[src/rtl/ksched_pkg.sv]
// Shared definitions for key_space_scheduler: FSM state encoding, default key-space
// constants and a pointer-width helper used by the scheduler and its arbiter.
package ksched_pkg;

  typedef enum logic [1:0] {
    KS_IDLE      = 2'd0,
    KS_RUN       = 2'd1,
    KS_FOUND     = 2'd2,
    KS_EXHAUSTED = 2'd3
  } ksched_state_t;

  localparam int KSCHED_KEY_WIDTH = 22;
  localparam logic [KSCHED_KEY_WIDTH-1:0] KSCHED_KEY_MAX = 22'h3FFFFF;

  // A single core still needs a one-bit pointer so port widths never collapse to zero.
  function automatic int ksched_ptr_width(input int n);
    return (n > 1) ? $clog2(n) : 1;
  endfunction

endpackage

[src/rtl/rr_arbiter.sv]
// Combinational round-robin picker: returns a one-hot grant for the first requester
// found when scanning upward from 'pointer' and wrapping around.
module rr_arbiter
  import ksched_pkg::*;
#(
  parameter int N  = 4,
  parameter int PW = ksched_ptr_width(N)
) (
  input  logic [N-1:0]  req,
  input  logic [PW-1:0] pointer,
  output logic [N-1:0]  gnt
);

  localparam logic [N-1:0] L_ONE = N'(1);

  logic [N-1:0] w_rot;
  logic [N-1:0] w_pick;

  // Rotate so the pointer lands at bit 0, isolate the lowest set bit, rotate back.
  always_comb begin
    w_rot  = (req >> pointer) | (req << (N - int'(pointer)));
    w_pick = w_rot & (~w_rot + L_ONE);
    gnt    = (w_pick << pointer) | (w_pick >> (N - int'(pointer)));
  end

endmodule

[src/rtl/key_space_scheduler.sv]
// Hands out consecutive secret keys to a pool of decryptor cores and stops them all on
// the first hit or once the key space is used up. Optional RUN-cycle counter: KSCHED_CYCLE_COUNT_EN.
module key_space_scheduler
  import ksched_pkg::*;
#(
  parameter int                    CORE_COUNT = 4,
  parameter int                    KEY_WIDTH  = KSCHED_KEY_WIDTH,
  parameter logic [KEY_WIDTH-1:0]  KEY_MAX    = KEY_WIDTH'(KSCHED_KEY_MAX)
) (
  input  logic                  clk,
  input  logic                  reset_n,
  input  logic                  start,
  input  logic [CORE_COUNT-1:0] req,
  output logic [CORE_COUNT-1:0] gnt,
  output logic [KEY_WIDTH-1:0]  key_out,
  input  logic [CORE_COUNT-1:0] done,
  input  logic [CORE_COUNT-1:0] hit,
  output logic                  stop_all,
  output logic [KEY_WIDTH-1:0]  found_key,
  output logic                  solved,
  output logic                  exhausted,
  output logic                  busy,
  output logic [31:0]           cycle_count
);

  localparam int PW = ksched_ptr_width(CORE_COUNT);

  ksched_state_t r_state;
  ksched_state_t w_state_next;

  logic [CORE_COUNT-1:0] r_gnt;
  logic [KEY_WIDTH-1:0]  r_key_out;
  logic [KEY_WIDTH-1:0]  r_found_key;
  logic [KEY_WIDTH-1:0]  r_next_key;
  logic                  r_keys_done;
  logic [CORE_COUNT-1:0] r_outstanding;
  logic [PW-1:0]         r_ptr;
  logic [KEY_WIDTH-1:0]  r_core_key [CORE_COUNT];

  logic [CORE_COUNT-1:0] w_done_vld;
  logic [CORE_COUNT-1:0] w_hit_vec;
  logic                  w_any_hit;
  logic [KEY_WIDTH-1:0]  w_hit_key;
  logic [CORE_COUNT-1:0] w_elig;
  logic [CORE_COUNT-1:0] w_arb_gnt;
  logic                  w_grant_en;
  logic [CORE_COUNT-1:0] w_grant_vec;
  logic [CORE_COUNT-1:0] w_out_next;
  logic [PW-1:0]         w_ptr_next;
  logic                  w_enter_run;

  // Results only count for cores that actually hold a key; requests from key holders
  // and all requests after the last key are masked before arbitration.
  assign w_done_vld  = done & r_outstanding;
  assign w_hit_vec   = w_done_vld & hit;
  assign w_any_hit   = |w_hit_vec;
  assign w_elig      = req & ~r_outstanding & {CORE_COUNT{~r_keys_done}};
  assign w_grant_en  = (r_state == KS_RUN) && !w_any_hit && (|w_arb_gnt);
  assign w_grant_vec = w_grant_en ? w_arb_gnt : '0;
  assign w_out_next  = (r_outstanding & ~w_done_vld) | w_grant_vec;
  assign w_enter_run = start && (r_state != KS_RUN);

  rr_arbiter #(
    .N  (CORE_COUNT),
    .PW (PW)
  ) u_rr_arbiter (
    .req     (w_elig),
    .pointer (r_ptr),
    .gnt     (w_arb_gnt)
  );

  // Downward scan so the lowest-indexed hitting core wins; the same loop derives
  // the pointer value one past the granted core.
  always_comb begin
    w_hit_key  = '0;
    w_ptr_next = r_ptr;
    for (int i = CORE_COUNT - 1; i >= 0; i--) begin
      if (w_hit_vec[i]) begin
        w_hit_key = r_core_key[i];
      end
      if (w_arb_gnt[i]) begin
        w_ptr_next = (i == CORE_COUNT - 1) ? '0 : PW'(i + 1);
      end
    end
  end

  always_ff @(posedge clk or negedge reset_n) begin
    if (!reset_n) begin
      r_state <= KS_IDLE;
    end else begin
      r_state <= w_state_next;
    end
  end

  always_comb begin
    w_state_next = r_state;
    unique case (r_state)
      KS_IDLE, KS_FOUND, KS_EXHAUSTED: begin
        if (start) begin
          w_state_next = KS_RUN;
        end
      end
      KS_RUN: begin
        if (w_any_hit) begin
          w_state_next = KS_FOUND;
        end else if (r_keys_done && (w_out_next == '0)) begin
          w_state_next = KS_EXHAUSTED;
        end
      end
      default: w_state_next = KS_IDLE;
    endcase
  end

  // Key issue datapath; r_keys_done pins next_key at KEY_MAX instead of wrapping.
  always_ff @(posedge clk or negedge reset_n) begin
    if (!reset_n) begin
      r_gnt         <= '0;
      r_key_out     <= '0;
      r_found_key   <= '0;
      r_next_key    <= '0;
      r_keys_done   <= 1'b0;
      r_outstanding <= '0;
      r_ptr         <= '0;
      for (int i = 0; i < CORE_COUNT; i++) begin
        r_core_key[i] <= '0;
      end
    end else if (w_enter_run) begin
      r_gnt         <= '0;
      r_found_key   <= '0;
      r_next_key    <= '0;
      r_keys_done   <= 1'b0;
      r_outstanding <= '0;
      r_ptr         <= '0;
    end else if (r_state == KS_RUN) begin
      r_gnt         <= w_grant_vec;
      r_outstanding <= w_out_next;
      if (w_any_hit) begin
        r_found_key <= w_hit_key;
      end
      if (w_grant_en) begin
        r_key_out <= r_next_key;
        r_ptr     <= w_ptr_next;
        for (int i = 0; i < CORE_COUNT; i++) begin
          if (w_arb_gnt[i]) begin
            r_core_key[i] <= r_next_key;
          end
        end
        if (r_next_key == KEY_MAX) begin
          r_keys_done <= 1'b1;
        end else begin
          r_next_key <= r_next_key + KEY_WIDTH'(1);
        end
      end
    end else begin
      r_gnt <= '0;
    end
  end

  assign gnt       = r_gnt;
  assign key_out   = r_key_out;
  assign found_key = r_found_key;
  assign solved    = (r_state == KS_FOUND);
  assign exhausted = (r_state == KS_EXHAUSTED);
  assign busy      = (r_state == KS_RUN);
  assign stop_all  = solved || exhausted;

`ifdef KSCHED_CYCLE_COUNT_EN
  logic [31:0] r_cycle_count;

  // Counts cycles spent in RUN, saturating rather than wrapping.
  always_ff @(posedge clk or negedge reset_n) begin
    if (!reset_n) begin
      r_cycle_count <= '0;
    end else if (w_enter_run) begin
      r_cycle_count <= '0;
    end else if ((r_state == KS_RUN) && (r_cycle_count != '1)) begin
      r_cycle_count <= r_cycle_count + 32'd1;
    end
  end

  assign cycle_count = r_cycle_count;
`else
  assign cycle_count = '0;
`endif

endmodule

[config.mk]
export PLATFORM = sky130hd
export DESIGN_NAME = key_space_scheduler
export DESIGN_NICKNAME = d
export VERILOG_FILES = /design/src/rtl/ksched_pkg.sv /design/src/rtl/rr_arbiter.sv /design/src/rtl/key_space_scheduler.sv
export SDC_FILE = /design/constraint.sdc
export NUM_CORES = 1
export LEC_CHECK = 0
export CORE_MARGIN = 2
export CORE_UTILIZATION = 52
export CTS_CLUSTER_DIAMETER = 50
export DETAILED_ROUTE_END_ITERATION = 8
export PLACE_DENSITY = 0.75
export SLEW_MARGIN = 5
export SYNTH_ARGS = -nofsm -noshare
export SYNTH_HDL_FRONTEND = slang
export SYNTH_SLANG_ARGS = --single-unit
[constraint.sdc]
create_clock -name clk -period 4.3 [get_ports clk]
set_input_delay 0.43 -clock clk [delete_from_list [all_inputs] [get_ports clk]]
set_output_delay 0.43 -clock clk [all_outputs]
set_load 0.01 [all_outputs]
==> After elaboration in Yosys (flattened, before gate mapping) <==
Index checks and enable logic that the tools add are counted.
{ "op_classes": {"n_eq_ne": 8, "reduce_logical": 26, "add_sub_neg": 3, "mux": 31, "bitwise_logic": 14, "n_shift": 4} }
{ "ops": {"columns": ["cell", "count"], "rows": [
  ["22-bit two-way mux", 11],
  ["4-bit by 32-bit left shift with 4-bit output", 1],
  ["4-bit by 32-bit >> shifter with 4-bit output", 1],
  ["4-bit AND", 6],
  ["22-bit by 1-bit adder with 22-bit output, second input constant", 1],
  ["22-bit == test, second input constant", 1],
  ["2-bit two-way mux", 10],
  ["4-bit two-way mux", 5],
  ["4-bit AND reduction", 4],
  ["4-bit NOT", 3],
  ["4-bit OR", 3],
  ["3-bit AND reduction", 4],
  ["2-bit nonzero test", 4],
  ["4-bit OR reduction", 2],
  ["5-bit nonzero test", 1],
  ["4-bit by 1-bit adder with 4-bit output, second input constant", 1],
  ["2-bit == test, second input constant", 2],
  ["1-bit logical AND", 4],
  ["4-bit logical NOT", 1],
  ["1-bit two-way mux", 4],
  ["2-bit inequality test, second input constant", 2],
  ["2-bit one-hot mux with 2 select lines", 1],
  ["2-bit AND reduction", 2],
  ["4-bit by 2-bit left shift with 4-bit output", 1],
  ["10 further kinds", 11]
]} }
{ "totals": {"word_cells": 98, "out_inout_bits": 84, "inputBits": 15, "regBits": 167} }

==> Logic depth before layout (Yosys ltp) <==
Gate-level depths: netlist (run 1).
{ "logic_depth": {"word_depth": 19, "depth_mapped": 14} }

==> Modules after synthesis <==
From an unflattened synthesis (run 1), not the netlist that was laid out.
{ "unflattened": {"cells_unflattened": 751, "area_unflattened_um2": 8052.7} }
{ "by_module_without_submodules": {"columns": ["module", "cells_each", "instances", "seq_area_each_um2", "area_per_inst_um2"], "rows": [
  ["key_space_scheduler", 690, 1, 4179.0, 7608.5],
  ["rr_arbiter", 61, 1, 0.0, 444.2]
]} }

==> Least setup slack after synthesis (run 1) <==
OpenSTA, ideal clock, no wires.
{ "synth_path": {"path_type": "reg2reg", "startpoint": "reg r_ptr[1]", "endpoint": "reg r_key_out[0] (netlist: key_out[0])", "n_path_buf": 3, "slack_ps": 1037, "arrival_ps": 3136, "setup_ps": 128, "period_less_slack_ps": 3263, "path_stages_with_launch": 14, "cell_sequence": "dfrtp_1 -> buf_2 -> clkinv_1 -> ha_1 -> buf_2 -> nor2_1 -> a21boi_1 -> a211o_1 -> o211a_1 -> a211oi_2 -> nand3_2 -> o21ai_4 -> buf_4 -> mux2_1"} }
{ "synth_via": {"elab_chain_cells": 11, "elab_cells_between_ends": 13, "cone_classes": "2 x add/sub; 4 x shift; 4 x bitwise; 3 x reduce/logical"} }
{ "synth_lines": {"columns": ["item", "line_no", "source"], "rows": [
  ["start: declaration", "key_space_scheduler.sv:37", "logic [PW-1:0] r_ptr;"],
  ["start signal: assignment", "key_space_scheduler.sv:142", "r_ptr <= w_ptr_next;"],
  ["3-bit by 2-bit subtractor with 4-bit output", "rr_arbiter.sv:21, rr_arbiter.sv:23", null],
  ["4-bit by 32-bit left shift with 4-bit output", "rr_arbiter.sv:21", "w_rot = (req >> pointer) | (req << (N - int'(pointer)));"],
  ["4-bit OR", "rr_arbiter.sv:21", null],
  ["4-bit NOT", "rr_arbiter.sv:22", "w_pick = w_rot & (~w_rot + L_ONE);"],
  ["4-bit by 1-bit adder with 4-bit output", "rr_arbiter.sv:22", null],
  ["4-bit AND", "rr_arbiter.sv:22", null],
  ["4-bit by 32-bit >> shifter with 4-bit output / 4-bit by 2-bit left shift with 4-bit output (equally long branches)", "rr_arbiter.sv:23", "gnt = (w_pick << pointer) | (w_pick >> (N - int'(pointer)));"],
  ["4-bit OR *", "rr_arbiter.sv:23", null],
  ["4-bit OR reduction *", "key_space_scheduler.sv:58", "assign w_grant_en = (r_state == KS_RUN) && !w_any_hit && (|w_arb_gnt);"],
  ["1-bit logical AND *", "key_space_scheduler.sv:58", null],
  ["3-bit AND reduction (no line) *", null, null],
  ["end signal: assignment", "key_space_scheduler.sv:141", "r_key_out <= r_next_key;"],
  ["end: declaration", "key_space_scheduler.sv:32", "logic [KEY_WIDTH-1:0] r_key_out;"]
]} }
Every way passes the cells marked *; elsewhere a longest branch is shown, timed or not.
A chain may end at the register's enable or synchronous reset.

==> Final worst setup path (run 1) <==
{ "layout_path": {"startpoint": "reg r_ptr[1]", "endpoint": "reg r_next_key[20]"} }
{ "layout_via": {"elab_chain_cells": 12, "elab_cells_between_ends": 14, "cone_classes": "2 x add/sub; 4 x shift; 4 x bitwise; 4 x reduce/logical"} }
{ "layout_lines": {"columns": ["item", "line_no", "source"], "rows": [
  ["3-bit by 2-bit subtractor with 4-bit output", "rr_arbiter.sv:21, rr_arbiter.sv:23", null],
  ["4-bit by 32-bit left shift with 4-bit output", "rr_arbiter.sv:21", null],
  ["4-bit OR", "rr_arbiter.sv:21", null],
  ["4-bit NOT", "rr_arbiter.sv:22", null],
  ["4-bit by 1-bit adder with 4-bit output", "rr_arbiter.sv:22", null],
  ["4-bit AND", "rr_arbiter.sv:22", null],
  ["4-bit by 32-bit >> shifter with 4-bit output / 4-bit by 2-bit left shift with 4-bit output (equally long branches)", "rr_arbiter.sv:23", null],
  ["4-bit OR *", "rr_arbiter.sv:23", null],
  ["4-bit OR reduction *", "key_space_scheduler.sv:58", null],
  ["1-bit logical AND *", "key_space_scheduler.sv:58", null],
  ["2-bit nonzero test (no line) *", null, null],
  ["3-bit AND reduction (no line) *", null, null],
  ["end signal: assignment", "key_space_scheduler.sv:151", "r_next_key <= r_next_key + KEY_WIDTH'(1);"],
  ["end: declaration", "key_space_scheduler.sv:34", "logic [KEY_WIDTH-1:0] r_next_key;"]
]} }
Marks and branches as above.

==> impl_metrics.env, run 1 <==
export IMPL_seq_area_frac_synth_pct=52.0
export IMPL_wl_per_cell_um=20.2
export IMPL_crit_fanout=43
export IMPL_cts_tree="done"
export IMPL_path_class="reg2reg"
export IMPL_ctsResizeCount=0
export IMPL_start_kind="flop"
export IMPL_fill_cells=1178
export IMPL_cts_setup_buffers=0
export IMPL_layout_commonest_cell="dfrtp_1"
export IMPL_grt_pass1_wl_um=32300
export IMPL_reg2reg_slack_ps=470
export IMPL_grt_max_degree=104
export IMPL_p_seq_share_pct=32.5
export IMPL_ctsHoldBuffers=0
export IMPL_synth_edf_count=0
export IMPL_ys_warn_count=0
export IMPL_antenna_left=0
export IMPL_slew_violations=0
export IMPL_reg2reg_from="r_ptr[1]"
export IMPL_worst_pin_slew_ps=1270
export IMPL_period_needed_ps=3830
export IMPL_p_sw_uw=2260
export IMPL_synth_area_um2=8040
export IMPL_hold_path_class="in2async"
export IMPL_cap_violations=0
export IMPL_met3_usage_pct=5.59
export IMPL_grtUsageTotal_pct=25.3
export IMPL_clkPwrFrac_pct=25.5
export IMPL_worstReg2RegEnd="r_next_key[20]"
export IMPL_nNetsFinal=792
export IMPL_layout_drive_gt1_share_pct=21.4
export IMPL_p_comb_share_pct=42.0
export IMPL_clock_skew_ps=11.4
export IMPL_placedCellCount=944
export IMPL_clkSinkCount=167
export IMPL_postPlaceCellArea_um2=8760
export IMPL_rsz0062_at_grt="false"
export IMPL_status="finished clean"
export IMPL_timing_final_hold_violations=0
export IMPL_ys_ff_latch=167
export IMPL_tns_ps=0
export IMPL_grtUsageMet2_pct=42.5
export IMPL_synth_area_leaders="dfrtp_1, mux2_2, buf_4"
export IMPL_die_w_um=128
export IMPL_post_route_period_util_pct=89.0
export IMPL_avgSynthCellArea_um2=11.2
export IMPL_finalSetupViolCount=0
export IMPL_cts_clk_slew_worst_paths_ps=60
export IMPL_max_slew_margin_pct=15.0
export IMPL_synth_cell_types=72
export IMPL_syn_inst=720
export IMPL_final_cells=976
export IMPL_stdcell_area_um2=9340
export IMPL_num_vias=6021
export IMPL_syn_to_final_growth_pct=16.2
export IMPL_switching_share_pct=38.7
export IMPL_cp_arrival_ps=4160
export IMPL_fmax_mhz=261
export IMPL_grt_pass1_vias=6197
export IMPL_leakage_uw=0.00436
export IMPL_synth_top_cell_area_share_pct=52.0
export IMPL_layout_common_cells="dfrtp_1, mux2_2, clkdlybuf4s50_1"
export IMPL_dieHeight_um=128
export IMPL_via_per_inst=6.17
export IMPL_dieArea_um2=16500
export IMPL_drt_total_wl_um=19700
export IMPL_dr_first_iter_drc_count=470
export IMPL_numCtsBuffers=17
export IMPL_power_density_nw_per_um2=626
export IMPL_remaining_drc_errors=0
export IMPL_post_dp_hpwl_um=12400
export IMPL_antenna_found_initial=0
export IMPL_end_kind="flop"
export IMPL_required_ps=4640
export IMPL_initial_core_util_pct=53.1
export IMPL_num_antenna_cells=0
export IMPL_synth_ff_type="dfrtp_1"
export IMPL_cts_max_level=4
export IMPL_gr_usage_met1_pct=32.2
export IMPL_internal_power_uw=3590
export IMPL_ios=99
export IMPL_rows=45
export IMPL_root_buffer="clkbuf_16"
export IMPL_ir_drop_v=0.000544
export IMPL_yosysTopAreaCell="dfrtp_1"
export IMPL_ctsLongestPathBuffers=2
export IMPL_io_buffers=66
export IMPL_grt_busiest_layer="met2"
export IMPL_async_reset_ff_share_pct=100
export IMPL_coreArea_um2=15100
export IMPL_grt_ovfl_total=0
export IMPL_r2r_worst_path_cells=12
export IMPL_clkLatencyLatePin_ps=430
export IMPL_gp_congestion=0.821
export IMPL_dr_pass1_iters=7
## stage by stage
stage | setup slack (ps) | total power [uW] | utilization (%) | hold WS, ps
detailed placement | 543 | 4350 | 57.8 | 471
floorplan | 1040 | 3610 | - | 134
CTS | 505 | 5850 | 61.7 | 138
global placement | 590 | 4320 | 57.8 | 461
global route | 163 | 6140 | 61.7 | 183
finish | 475 | 5850 | 61.7 | 96.7
## worst max-delay path, stage by stage, from the launching register on
cell and delay, ps:
dfrtp_1 570, clkinv_1 160, ha_1 490, nor2_1 140, a211oi_1 540, a21oi_2 200
nor4b_2 350, a211oi_2 120, nand3_2 150, o21ai_4 90, buf_12 210, or4_1 540
a21oi_1 170
## kinds of logic after synthesis
kind of cell               count (synthesis)  synth area share, %
and+or+nand+nor                          188                 12.7
adders and majority gates                  2                0.311
buffers and inverters                     94                 6.41
muxes                                    110                 15.4
DFF                                      167                 52.0
other                                      1               0.0467
AOI/OAI and AO/OA                        158                 13.2
## sequential cells by signal (all words and copies together), names as in the netlist
name / count
r_core_key: 88
found_key: 22
key_out: 22
r_next_key: 22
gnt: 4
r_outstanding: 4
r_ptr: 2
r_state: 2
r_keys_done: 1
## cells in the mapped netlist, drive strengths merged (3+ instances only)
master	count
o31ai	6
or4	6
o311ai	3
nor4b	4
and3	12
nand3	14
clkbuf	33
nand4	8
a21o	3
o21ai	46
o41ai	3
nand2b	5
nor3	27
buf	49
inv	11
a211o	4
o221ai	3
or3	12
a21oi	44
a211oi	4
and2	4
or2	4
dfrtp	167
mux2	108
nand2	43
nor2	34
a221oi	22
## power groups by stage
stage	clock network (uW)	registers (uW)	logic (uW)
2_1_floorplan	0	1890	1730
3_3_place_gp	0	1910	2410
3_5_place_dp	0	1920	2430
4_1_cts	1510	1900	2440
5_1_grt	1580	1920	2640
6_report	1490	1900	2450
## how the worst max path moves through the flow
| stage | from | slack [ps] | end |
|---|---|---|---|
| 2_1_floorplan | r_ptr[1] | 1040 | key_out[0] |
| 3_3_place_gp | r_ptr[1] | 590 | r_next_key[3] |
| 3_5_place_dp | r_ptr[1] | 540 | r_next_key[20] |
| 4_1_cts | r_ptr[1] | 500 | r_next_key[20] |
| 5_1_grt | r_ptr[1] | 160 | r_next_key[6] |
| 6_report | r_ptr[1] | 470 | r_next_key[20] |
## cell type report
cell class | count | area [um2] | area share [%]
clock buffer | 20 | 457 | 4.89
clock inverter | 12 | 124 | 1.33
inverter | 12 | 45.0 | 0.482
multi-input combinational | 490 | 3470 | 37.1
sequential | 167 | 4180 | 44.7
tap | 188 | 235 | 2.52
timing repair buffer | 87 | 832 | 8.91
## layer usage
| layer | vias up | routed length [um] |
|---|---|---|
| met5 | - | 0 |
| met4 | 0 | 365 |
| met3 | 35 | 1010 |
| met2 | 219 | 9930 |
| met1 | 3078 | 8370 |
| li1 | 2689 | - |
No activity file was read; power rests on OpenSTA's default activity.
==> run 2, diff against run 1 <==
Settings changed: CORE_UTILIZATION 52 to 51, PLACE_DENSITY 0.75 to 0.77.
Clock period 4.3 ns to 3.4 ns, I/O delays scaled along.
==> run 2 against run 1 <==
Clock power up 22%. Routed wire length up 7.3%. Combinational power up 58%. Worst setup slack worse by 340 ps. Critical path type unchanged. Largest power group unchanged. Highest routed layer unchanged.
==> impl_metrics.env, run 2 (synthesized netlist as in run 1, its figures left out) <==
export IMPL_critPathMaxStageDelay_ps=410
export IMPL_via_per_inst=6.02
export IMPL_timing_final_hold_violations=0
export IMPL_syn_to_final_growth_pct=21.0
export IMPL_cp_slowest_cell="dfrtp_1"
export IMPL_cp_arrival_ps=3600
export IMPL_io_buffers=66
export IMPL_path_class="reg2reg"
export IMPL_die_w_um=130
export IMPL_worstReg2RegEnd="r_next_key[16]"
export IMPL_end_kind="flop"
export IMPL_grt_max_degree=76
export IMPL_layout_common_cells="dfrtp_1, mux2_2, clkdlybuf4s50_1"
export IMPL_coreArea_um2=15300
export IMPL_rsz0062_at_grt="false"
export IMPL_grt_pass1_vias=6161
export IMPL_cts_max_level=4
export IMPL_antenna_left=0
export IMPL_hold_start="found_key[3]"
export IMPL_dr_first_iter_drc_count=680
export IMPL_antenna_found_initial=0
export IMPL_crit_family="compound AO/OA/AOI/OAI gates"
export IMPL_ctsLongestPathBuffers=2
export IMPL_num_vias=6241
export IMPL_critical_path_most_common_cell="buf_4"
export IMPL_clkSinkCount=167
export IMPL_final_cells=1037
export IMPL_finalSetupViolCount=0
export IMPL_fmax_mhz=306
export IMPL_remaining_drc_errors=0
export IMPL_utilization_pct=63.5
export IMPL_status="finished clean"
export IMPL_dr_pass1_iters=5
export IMPL_max_slew_margin_pct=42.5
export IMPL_seqCellArea_um2=4180
export IMPL_power_uw=8060
export IMPL_gp_congestion=0.985
export IMPL_top_register="r_core_key"
export IMPL_crit_buf_inv=5
export IMPL_nNetsFinal=830
export IMPL_hold_path_class="reg2reg"
export IMPL_r2r_worst_path_cells=14
export IMPL_layout_commonest_cell="dfrtp_1"
export IMPL_tns_ps=0
export IMPL_grt_ovfl_total=0
export IMPL_num_antenna_cells=0
export IMPL_fill_cells=1199
export IMPL_dieHeight_um=130
export IMPL_cts_setup_buffers=0
export IMPL_post_route_period_util_pct=96.1
export IMPL_power_density_nw_per_um2=829
export IMPL_slew_violations=0
export IMPL_clkLatencyLatePin_ps=430
export IMPL_cap_violations=0
export IMPL_drt_total_wl_um=21100
export IMPL_leakage_uw=0.00454
export IMPL_dieArea_um2=16800
export IMPL_layout_drive_gt1_share_pct=24.9
export IMPL_crit_fanout=22
export IMPL_root_buffer="clkbuf_16"
export IMPL_rows=45
export IMPL_reg2reg_slack_ps=130
export IMPL_ios=99
export IMPL_period_needed_ps=3270
export IMPL_hold_worst_slack_ps=475
export IMPL_min_delay_path_depth=2
export IMPL_ir_drop_v=0.000594
export IMPL_reg2reg_from="r_ptr[0]"
export IMPL_post_dp_hpwl_um=14300
export IMPL_start_kind="flop"
export IMPL_numCtsBuffers=17
export IMPL_multi_input_area_um2=3490
export IMPL_crit_start="r_ptr[0]"
export IMPL_grtUsageTotal_pct=26.2
export IMPL_cts_tree="done"
export IMPL_worst_pin_slew_ps=859
export IMPL_largest_reg_flops=88
export IMPL_crit_chain="buf_4, buf_4, or3b_1, a2111oi_1, buf_4, nor3_1, o221ai_1, a2bb2oi_2, nand2_2, buf_4, nor2_1, buf_4, or3_1, a21oi_1"
export IMPL_required_ps=3730
export IMPL_cts_clk_slew_worst_paths_ps=60
export IMPL_wl_per_cell_um=20.4
export IMPL_hold_end="found_key[3]"
export IMPL_grt_pass1_wl_um=33600
export IMPL_clock_skew_ps=10.2
export IMPL_initial_core_util_pct=52.5
export IMPL_placedCellCount=1004
-- run 2: cell count changes in the layout (fill, tap and decap cells not counted), sizes merged --
cell | previous run | this run
clkinv | 8 | 4
buf | 22 | 59
inv | 13 | 16
dlygate4sd3 | 0 | 1
bufinv | 2 | 1
clkinvlp | 1 | 3
-- run 2: power breakdown --
group,internal (uW),leakage (uW),switching (uW)
Combinational,1760,0.00198,2090
Sequential,2220,0.00230,168
Clock,1020,0.000264,804
Total,5000,0.00454,3070
-- run 2: worst reg2reg max path: cells and delay by family (launching register included) --
family | cells | cell delay (ps)
flip-flops | 1 | 410
AO/OA/AOI/OAI | 4 | 1020
buffers and inverters | 5 | 830
AND/OR/NAND/NOR | 5 | 920
-- run 2: per-layer routing --
layer,vias up,GRT usage [%],share of wire [%]
met1,3130,36.1,42
met3,56,4.50,7.1
met2,289,41.9,48
li1,2766,-,-
met4,0,9.74,2.4
met5,-,0,0
-- run 2: worst max-delay path by stage --
| stage | slack (ps) | to | depth (start not counted) |
|---|---|---|---|
| floorplan | 140 | key_out[0] | 13 |
| detailed placement | -80 | r_next_key[8] | 12 |
| CTS | 50 | r_next_key[16] | 13 |
| finish | 130 | r_next_key[16] | 14 |
| global route | 0.4 | r_next_key[20] | 13 |
| global placement | -40 | r_next_key[10] | 12 |
-- run 2: what timing repair did --
item | in CTS | in global routing
hold buffers | 1 | 0
setup endpoints to repair | 0 | 32
endpoints found under the hold margin | 71 | 0
gates resized for setup | 0 | 6
-- run 2: cell type report --
class,count,share of cell area [%]
Clock inverter,12,1.21
Timing Repair Buffer,125,12.3
Inverter,12,0.463
Clock buffer,20,4.49
Multi-Input combinational cell,490,35.9
Sequential cell,167,43.0
Tap cell,211,2.71
-- run 2: metrics by stage --
stage | instance area (um2) | setup slack, ps
finish | 9730 | 132
global route | 9730 | 0.353
CTS | 9700 | 50.0
detailed placement | 9140 | -76.7
global placement | 9140 | -35.8
floorplan | 8150 | 137
